==> config.mk <==
export PLATFORM = sky130hd
export DESIGN_NAME = clock_gate_sequencer_flat
export DESIGN_NICKNAME = d
export VERILOG_FILES = /design/src/rtl/clock_gate_sequencer_if.sv /design/src/rtl/clock_gate_sequencer.sv /design/src/flat_wrapper.sv
export SDC_FILE = /design/constraint.sdc
export NUM_CORES = 1
export LEC_CHECK = 0
export CAP_MARGIN = 20
export CORE_MARGIN = 2
export CORE_UTILIZATION = 30
export DETAILED_ROUTE_END_ITERATION = 7
export SYNTH_ARGS = -nofsm -noshare
export SYNTH_HDL_FRONTEND = slang
export SYNTH_SLANG_ARGS = --single-unit
==> constraint.sdc <==
create_clock -name clk -period 8.2 [get_ports clk]
set_input_delay 2.05 -clock clk [delete_from_list [all_inputs] [get_ports clk]]
set_output_delay 2.05 -clock clk [all_outputs]
set_load 0.01 [all_outputs]
==> src/rtl/clock_gate_sequencer_if.sv <==
// Request/status bundle between requesting masters and clock_gate_sequencer.
// The sequencer connects through the slave modport; masters use the master modport.
interface clock_gate_sequencer_if #(
  parameter int N_DOM  = 4,
  parameter int IDLE_W = 8
);
  logic [N_DOM-1:0]  req;
  logic [N_DOM-1:0]  busy;
  logic [IDLE_W-1:0] idle_thresh;
  logic              force_on;
  logic [N_DOM-1:0]  cg_en;
  logic [N_DOM-1:0]  ready;
  logic [N_DOM-1:0]  wake_gnt;

  modport master (
    output req, busy, idle_thresh, force_on,
    input  cg_en, ready, wake_gnt
  );

  modport slave (
    input  req, busy, idle_thresh, force_on,
    output cg_en, ready, wake_gnt
  );
endinterface

==> src/rtl/clock_gate_sequencer.sv <==
// ICG enable controller: round-robin serialised wake-up, idle-timeout gating per domain.
// Optional CG_STATS_EN adds per-domain saturating gated-cycle counters (stat_clr, gated_cycles).
module clock_gate_sequencer #(
  parameter int N_DOM    = 4,
  parameter int IDLE_W   = 8,
  parameter int WAKE_LAT = 2
) (
  input  logic                   clk,
  input  logic                   rst_n,
  clock_gate_sequencer_if.slave  cg_if
`ifdef CG_STATS_EN
  ,
  input  logic                   stat_clr,
  output logic [N_DOM*16-1:0]    gated_cycles
`endif
);

  localparam int PTR_W  = (N_DOM > 1) ? $clog2(N_DOM) : 1;
  localparam int WCNT_W = (WAKE_LAT > 1) ? $clog2(WAKE_LAT) : 1;
  localparam logic [PTR_W:0]    N_DOM_W  = (PTR_W+1)'(N_DOM);
  localparam logic [WCNT_W-1:0] WAKE_END = WCNT_W'(WAKE_LAT - 1);

  typedef enum logic [1:0] {
    ST_OFF    = 2'd0,
    ST_WAKING = 2'd1,
    ST_ON     = 2'd2
  } dom_state_t;

  logic [N_DOM-1:0] cand;
  logic [N_DOM-1:0] gnt;
  logic [N_DOM-1:0] cg_en_int;
  logic [N_DOM-1:0] ready_int;
  logic [PTR_W-1:0] ptr_reg;
  logic [PTR_W-1:0] ptr_next;

  // First candidate at or after the pointer wins; pointer advances past the grantee.
  always_comb begin
    logic             found;
    logic [PTR_W:0]   sum;
    logic [PTR_W-1:0] idx;
    gnt      = '0;
    ptr_next = ptr_reg;
    found    = 1'b0;
    sum      = '0;
    idx      = '0;
    for (int k = 0; k < N_DOM; k++) begin
      sum = {1'b0, ptr_reg} + (PTR_W+1)'(k);
      if (sum >= N_DOM_W) begin
        sum = sum - N_DOM_W;
      end
      idx = sum[PTR_W-1:0];
      if (!found && cand[idx]) begin
        found    = 1'b1;
        gnt[idx] = 1'b1;
        ptr_next = (sum == N_DOM_W - 1'b1) ? '0 : PTR_W'(sum + 1'b1);
      end
    end
  end

  always_ff @(posedge clk or negedge rst_n) begin
    if (!rst_n) begin
      ptr_reg <= '0;
    end else begin
      ptr_reg <= ptr_next;
    end
  end

  genvar gi;
  generate
    for (gi = 0; gi < N_DOM; gi++) begin : g_dom
      dom_state_t        state_reg;
      logic [WCNT_W-1:0] wake_cnt_reg;
      logic [IDLE_W-1:0] idle_cnt_reg;
      logic              cg_en_reg;
      logic              ready_reg;
      logic              active;
      logic              idle_expired;

      assign active = cg_if.req[gi] | cg_if.busy[gi];
      // Compared live so a lowered threshold takes effect on the next idle cycle.
      assign idle_expired = (cg_if.idle_thresh != '0) &&
                            (idle_cnt_reg >= (cg_if.idle_thresh - IDLE_W'(1)));

      // Reset masks candidates so wake_gnt stays low while rst_n is asserted.
      assign cand[gi]      = rst_n & cg_if.req[gi] & (state_reg == ST_OFF);
      assign cg_en_int[gi] = cg_en_reg;
      assign ready_int[gi] = ready_reg;

      always_ff @(posedge clk or negedge rst_n) begin
        if (!rst_n) begin
          state_reg    <= ST_OFF;
          wake_cnt_reg <= '0;
          idle_cnt_reg <= '0;
          cg_en_reg    <= 1'b0;
          ready_reg    <= 1'b0;
        end else begin
          case (state_reg)
            ST_OFF: begin
              if (gnt[gi]) begin
                state_reg    <= ST_WAKING;
                wake_cnt_reg <= '0;
                cg_en_reg    <= 1'b1;
              end
            end
            ST_WAKING: begin
              if (wake_cnt_reg == WAKE_END) begin
                state_reg    <= ST_ON;
                ready_reg    <= 1'b1;
                idle_cnt_reg <= '0;
              end else begin
                wake_cnt_reg <= wake_cnt_reg + 1'b1;
              end
            end
            ST_ON: begin
              if (active) begin
                idle_cnt_reg <= '0;
              end else if (idle_expired) begin
                state_reg    <= ST_OFF;
                cg_en_reg    <= 1'b0;
                ready_reg    <= 1'b0;
                idle_cnt_reg <= '0;
              end else if (idle_cnt_reg != '1) begin
                idle_cnt_reg <= idle_cnt_reg + 1'b1;
              end
            end
            default: begin
              state_reg <= ST_OFF;
              cg_en_reg <= 1'b0;
              ready_reg <= 1'b0;
            end
          endcase
        end
      end

`ifdef CG_STATS_EN
      logic [15:0] gated_reg;

      always_ff @(posedge clk or negedge rst_n) begin
        if (!rst_n) begin
          gated_reg <= '0;
        end else if (stat_clr) begin
          gated_reg <= '0;
        end else if ((state_reg == ST_OFF) && !cg_if.force_on && (gated_reg != 16'hFFFF)) begin
          gated_reg <= gated_reg + 16'd1;
        end
      end

      assign gated_cycles[gi*16 +: 16] = gated_reg;
`endif
    end
  endgenerate

  assign cg_if.cg_en    = cg_en_int | {N_DOM{cg_if.force_on}};
  assign cg_if.ready    = ready_int;
  assign cg_if.wake_gnt = gnt;

endmodule

==> src/flat_wrapper.sv <==
// flat-port wrapper written by rule: the top's interface ports become plain ports
module clock_gate_sequencer_flat 
#(
  parameter int N_DOM    = 4,
  parameter int IDLE_W   = 8,
  parameter int WAKE_LAT = 2
)
  (clk, rst_n, cg_if_req, cg_if_busy, cg_if_idle_thresh, cg_if_force_on, cg_if_cg_en, cg_if_ready, cg_if_wake_gnt);
  clock_gate_sequencer_if #(.N_DOM(N_DOM), .IDLE_W(IDLE_W)) cg_if_i ();
  input  logic clk;
  input  logic rst_n;
  input wire logic [$bits(cg_if_i.req)-1:0] cg_if_req;
  input wire logic [$bits(cg_if_i.busy)-1:0] cg_if_busy;
  input wire logic [$bits(cg_if_i.idle_thresh)-1:0] cg_if_idle_thresh;
  input wire logic [$bits(cg_if_i.force_on)-1:0] cg_if_force_on;
  output wire logic [$bits(cg_if_i.cg_en)-1:0] cg_if_cg_en;
  output wire logic [$bits(cg_if_i.ready)-1:0] cg_if_ready;
  output wire logic [$bits(cg_if_i.wake_gnt)-1:0] cg_if_wake_gnt;
  assign cg_if_i.req = cg_if_req;
  assign cg_if_i.busy = cg_if_busy;
  assign cg_if_i.idle_thresh = cg_if_idle_thresh;
  assign cg_if_i.force_on = cg_if_force_on;
  assign cg_if_cg_en = cg_if_i.cg_en;
  assign cg_if_ready = cg_if_i.ready;
  assign cg_if_wake_gnt = cg_if_i.wake_gnt;
  clock_gate_sequencer #(.N_DOM(N_DOM), .IDLE_W(IDLE_W), .WAKE_LAT(WAKE_LAT)) u_core (.clk(clk), .rst_n(rst_n), .cg_if(cg_if_i));
endmodule
* After elaboration in Yosys (flattened, before gate mapping)
Cells that the tools add are included.
** Operators by class
- Add/subtract/negate cells :: 20
- Magnitude comparators :: 16
- Equal/unequal tests :: 36
- Muxes and demuxes :: 111
- Bitwise operators :: 24
- Reduce and logical (&&, ||, !) cells :: 48
** Operators by type and width (number)
- 2-to-1 mux 8 bit :: 16
- one-hot mux 8 bit (2 select lines) :: 4
- 2-to-1 mux 2 bit :: 24
- AND reduction 4 bit :: 12
- 2-to-1 mux 1 bit :: 35
- adder 8 x 1 -> 8 bit, second input constant :: 4
- greater-or-equal comparator 8 bit :: 4
- != test 8 bit, second input constant :: 4
- one-hot mux 1 bit (3 select lines) :: 8
- one-hot mux 2 bit (3 select lines) :: 4
- 2-to-1 mux 4 bit :: 4
- != test 2 x 1 -> 1 bit, second input constant :: 8
- != test 2 bit, second input constant :: 8
- != test 4 x 1 -> 1 bit, second input constant :: 4
- bitwise OR 4 bit :: 4
- nonzero test 2 bit :: 8
- == test 3 x 2 -> 1 bit, second input constant :: 4
- less-than comparator 2 x 3 -> 1 bit, second input constant :: 4
- 2-to-1 mux 3 bit :: 4
- AND reduction 3 bit :: 4
- logical AND 1 bit :: 11
- greater-or-equal comparator 3 bit, second input constant :: 3
- subtractor 3 bit, second input constant :: 3
- adder 2 x 1 -> 2 bit, second input constant :: 4
- other kinds (20) :: 67
** Storage, ports and cells
- Register bits :: 54
- Input bits :: 19
- Output and inout port bits :: 12
- Logic and storage cells :: 276

* Logic depth before layout (Yosys ltp)
- Depth in word-level cells :: 16
- Gate-level depth with buffers :: 13
- Gate-level depth less buffers :: 12

* Worst setup path before layout
OpenSTA, ideal clock, no wires.
- Path type :: input -> output
- Start :: input port rst_n
- End :: output port cg_if_wake_gnt[3]
- Data arrival time :: 3.630 ns
- Data required time :: 6.150 ns
- Setup slack :: 2.520 ns
- Cell stages on the path :: 7
- Buffers on the path :: 1
- Path through :: clkbuf_1 nand4_1 a21o_1 a221oi_1 a222oi_1 and2_1 inv_1
** On the way
- Word-level cells in the longest chain between the ends :: 14
- Elaborated cells between the ends (all ways) :: 32
- Classes of those cells :: mux (15); bitwise (11); reduce/logical (6)
** Ends and longest elaborated chain
- start, declared :: line flat_wrapper.sv:11 : input logic rst_n;
- AND 1 bit (2 in series) :: line clock_gate_sequencer.sv:85 : assign cand[gi] = rst_n & cg_if.req[gi] & (state_reg == ST_OFF);
- binary-select mux 1 bit (select 2 bit) :: line clock_gate_sequencer.sv:52 : if (!found && cand[idx]) begin
- 2-to-1 mux 1 bit (implied by the code) :: line clock_gate_sequencer.sv:52
- 2-to-1 mux 1 bit :: line clock_gate_sequencer.sv:52
- zero test 1 bit :: line clock_gate_sequencer.sv:52
- logical AND 1 bit :: line clock_gate_sequencer.sv:52
- 2-to-1 mux 1 bit :: line clock_gate_sequencer.sv:52
- zero test 1 bit :: line clock_gate_sequencer.sv:52
- logical AND 1 bit :: line clock_gate_sequencer.sv:52
- 2-to-1 mux 1 bit :: line clock_gate_sequencer.sv:52
- zero test 1 bit :: line clock_gate_sequencer.sv:52
- logical AND 1 bit :: line clock_gate_sequencer.sv:52
- 2-to-1 mux 4 bit (*) :: line clock_gate_sequencer.sv:52
- end, declared :: line flat_wrapper.sv:18 : output wire logic [$bits(cg_if_i.wake_gnt)-1:0] cg_if_wake_gnt;
Mark *: on every way between the ends. The rest lies on a longest branch, timed or not. The select of a mux whose other input is x is not followed.

* Worst setup path after layout
- Start :: input port cg_if_req[3]
- End :: output port cg_if_wake_gnt[3]
** On the way
- Word-level cells in the longest chain between the ends :: 14
- Elaborated cells between the ends (all ways) :: 26
- Classes of those cells :: mux (15); bitwise (5); reduce/logical (6)
** Ends and longest elaborated chain
- start, declared :: line flat_wrapper.sv:12 : input wire logic [$bits(cg_if_i.req)-1:0] cg_if_req;
- AND 1 bit (*) (2 in series) :: line clock_gate_sequencer.sv:85
- binary-select mux 1 bit (select 2 bit) :: line clock_gate_sequencer.sv:52
- 2-to-1 mux 1 bit (implied by the code) :: line clock_gate_sequencer.sv:52
- 2-to-1 mux 1 bit :: line clock_gate_sequencer.sv:52
- zero test 1 bit :: line clock_gate_sequencer.sv:52
- logical AND 1 bit :: line clock_gate_sequencer.sv:52
- 2-to-1 mux 1 bit :: line clock_gate_sequencer.sv:52
- zero test 1 bit :: line clock_gate_sequencer.sv:52
- logical AND 1 bit :: line clock_gate_sequencer.sv:52
- 2-to-1 mux 1 bit :: line clock_gate_sequencer.sv:52
- zero test 1 bit :: line clock_gate_sequencer.sv:52
- logical AND 1 bit :: line clock_gate_sequencer.sv:52
- 2-to-1 mux 4 bit (*) :: line clock_gate_sequencer.sv:52
Marked as above.

==> results.env <==
WORST_HOLD_STARTPOINT='u_core.g_dom[2].cg_en_reg'
MAX-SLEW-MARGIN-REL_PCT=48.4
VIAS_IN_THE_FIRST_GLOBAL_ROUTE=3732
TRITONCTS='done'
SETUP_REPAIR_AFTER_GLOBAL_ROUTING_MISSED_ITS_MARGIN='false'
INSERTEDDIODECOUNT=0
HOLD_SLACK_PS=502
OUTCOME='finished, final reports clean'
TIMING.FINAL.CRIT_SHARE_PCT=83.6
CRIT_START='cg_if_req[3]'
GRT.MET2_USAGE_PCT=22.2
GRT_START_MAX_NET_PINS=47
FLOW.AREA_GROWTH_FROM_SYNTHESIS_PCT=12.3
CTS_BUFFER_DEPTH=2
DRT-WIRELENGTH-PER-CELL_UM=14.3
TIMING.FINAL.HOLD_VIOLATIONS=0
HOLDCRITPATHCLASS='flop to flop'
ANTENNA_FOUND_INITIAL=0
GLOBAL_ROUTE_WIRE_LENGTH_BEFORE_REPAIR_MM=18.2
CRIT_TYPE='input pin to output pin'
NUMBER_OF_LEVELS_IN_THE_CLOCK_H_TREE=2
POWER_mW=1.31
GR-USAGE-ALL-LAYERS_PCT=13.4
SYNTH_ENABLE_FLOP_CELLS=0
PLACE_HPWL_MM=8.07
YS.FLOP_TYPE='dfrtp_1'
SYNTHESIS.AREA_UM2=4570
DIE_W_UM=127
CLOCK-SKEW-FINAL_PS=5.47
CTS-RESIZED-GATES=0
CTS-ROOT-BUF='clkbuf_16'
FINAL_COMMON_CELL='dfrtp_1'
FINAL_ANTENNA_NET_COUNT=0
CORE_UM2=15000
DIE_H_UM=127
REPORT.FINAL.SLEW_VIOL_COUNT=0
POST_DR_VIAS_CELL=5.43
POWER.IR.VDD_WORST_uV=91.4
POSTSYNTHNETCOUNT=597
FINALWORSTPATHREQUIREDPERIOD_PS=6860
GLOBALROUTEOVERFLOWTOTAL=0
SETUP_TOTAL_NEGATIVE_SLACK_PS=0
POWER.LEAKAGE_nW=2.24
CLK_PIN_SLEW_WORST_PATHS_PS=70
SINK_COUNT=54
SETUP_VIOL=0
IO_PINS=31
NNETSFINAL=610
LARGEST_REG_FLOPS=32
GRT_UTIL_MET3_PCT=1.21
MAPPED_CELLS=533
MAX_CAP_VIOLS=0
GPL.FINAL_WEIGHTED_CONGESTION=0.873
CTS_INSERTED_BUFFERS=5
CLOCK.FMAX_GHz=0.146
VIA_COUNT=3990
SYNTH_SEQ_CELLS=54
CP_MAX_FO=8
LAYOUT_COMMON_CELLS='54 x dfrtp_1, 45 x ha_1, 41 x nand2_1'
EFFECTIVE_UTILIZATION_AT_FLOORPLAN_PCT=30.4
COUNT_OF_STANDARD_CELL_ROWS=45
SYNTHDISTINCTLIBCELLS=74
ASYNCSETRESETFLOPFRACSYNTH_PCT=100
R2R-START='u_core.ptr_reg[0]'
WORST_PIN_SLEW_PS=773
DIE-AREA_UM2=16200
YS.WARNINGS.COUNT=0
PLACE_AREA_UM2=4970
WORST_SKEW_PAIR.LATE_LATENCY_PS=300
FIRSTDRTPASSITERS=4
WORSTSETUPENDPOINTTYPE='output pin'
LAYOUT.CELL_AREA.NON_FILLER_UM2=5120
DRIVE_GT1_SHARE_PCT=6.40
INITIALDRTVIOLATIONCOUNT=217
FINAL_UTIL_PCT=34.1
WORST_SETUP_PATH_START_KIND='input pin'
REMAINING_DRC_ERRORS=0
CP.ARRIVAL_PS=4810
AVGSYNTHCELLAREA_UM2=8.57
POWER_PER_CELL_AREA_nW_PER_UM2=256
WORST-ENDPOINT-REQUIRED_PS=6150
POST_CTS_HOLD_BUFFER_COUNT=0
GRT.BUSIEST_LAYER='met2'
TOTAL_LENGTH_OF_ROUTED_WIRES_MM=10.5
USE_MET1_PCT=18.5
PORT_BUFFERS=30
SHARE_OF_THE_YOSYS_CHIP_AREA_BELONGING_TO_REGISTERS_PCT=29.6
CTS_SETUP_BUFFERS=0
## report_power, final
group          leakage [nW]  internal [mW]  total [mW]  switching [mW]
Clock                0.0729          0.121       0.223           0.101
Combinational          1.44          0.306       0.705           0.400
Sequential            0.720          0.328       0.386          0.0583
Total                  2.24          0.755        1.31           0.559
## metrics by stage
step                worst slack [ps]  std cells
floorplan                       2520        533
global placement                1450        727
detailed placement              1390        727
CTS                             1380        735
global route                    1160        735
finish                          1340        735
## Yosys cell counts, types with 3 or more instances
cell,instances,area [um^2]
nand3_1,19,95.1
a221oi_1,5,43.8
or3_1,6,37.5
nand4b_1,3,26.3
and3_1,7,43.8
inv_1,34,128
mux2_2,4,45.0
or2_2,9,56.3
and2_1,10,62.6
ha_1,45,563
o2111ai_1,4,35.0
nor3b_1,7,52.6
nor3_1,17,85.1
clkbuf_1,12,45.0
nor2b_1,7,43.8
a21o_1,8,60.1
mux2i_1,5,50.1
nand2_1,41,154
o21ai_0,21,105
nand4_1,10,62.6
nand2b_1,8,50.1
dfrtp_1,54,1350
o211ai_1,6,45.0
nor2_1,40,150
o21ai_1,7,35.0
o31ai_1,5,37.5
nand3b_1,4,30.0
a21oi_1,28,140
a31oi_1,14,87.6
buf_2,5,25.0
buf_4,6,45.0
a22o_1,13,114
o22a_1,6,52.6
o32a_1,9,90.1
o22ai_1,3,18.8
## cell type report
| class | count | area [um^2] |
|---|---|---|
| clock inverters | 2 | 12.5 |
| multi-input cells | 420 | 2960 |
| repair buffers | 31 | 303 |
| clock buffers | 6 | 139 |
| well taps | 188 | 235 |
| fillers | 1529 | 9910 |
| inverters | 34 | 128 |
| flip-flops and latches | 54 | 1350 |
## logic make-up (layout without fill, tap and decap cells)
logic type      Yosys count  count (layout)  synth area share (%)
simple gates            201             201                  23.6
compound gates          157             157                  25.0
flops                    54              54                  29.6
buf+inv                  59              73                  5.65
mux                      11              11                  2.58
xor+xnor                  4               4                 0.767
fa+ha+maj                47              47                  12.8
## critical path, cell delays in order
cell             delay, ps
clkdlybuf4s50_1        570
and3b_1                210
o21ai_0                120
or3_1                  370
a21oi_1                480
nand2_1                100
and2_1                 230
inv_1                  120
clkdlybuf4s50_1        550
## final timing paths
path	endpoint	slack, ps	depth (start not counted)
setup / recovery	cg_if_wake_gnt[3]	1340	9
hold / removal	u_core.g_dom[2].cg_en_reg	500	1
setup reg to reg	u_core.g_dom[1].state_reg[0]	4940	9
hold reg to reg	u_core.g_dom[2].cg_en_reg	500	1
max in group asynchronous	u_core.g_dom[1].state_reg[0]	5630	2
min in group asynchronous	u_core.g_dom[3].wake_cnt_reg	1640	1
## layer usage
metal | vias up | routed length [um]
met2 | 70 | 4920
met3 | 7 | 307
met5 | - | 0
met1 | 1894 | 5140
met4 | 0 | 126
li1 | 2019 | -
No activity file was read; power rests on OpenSTA's default activity.
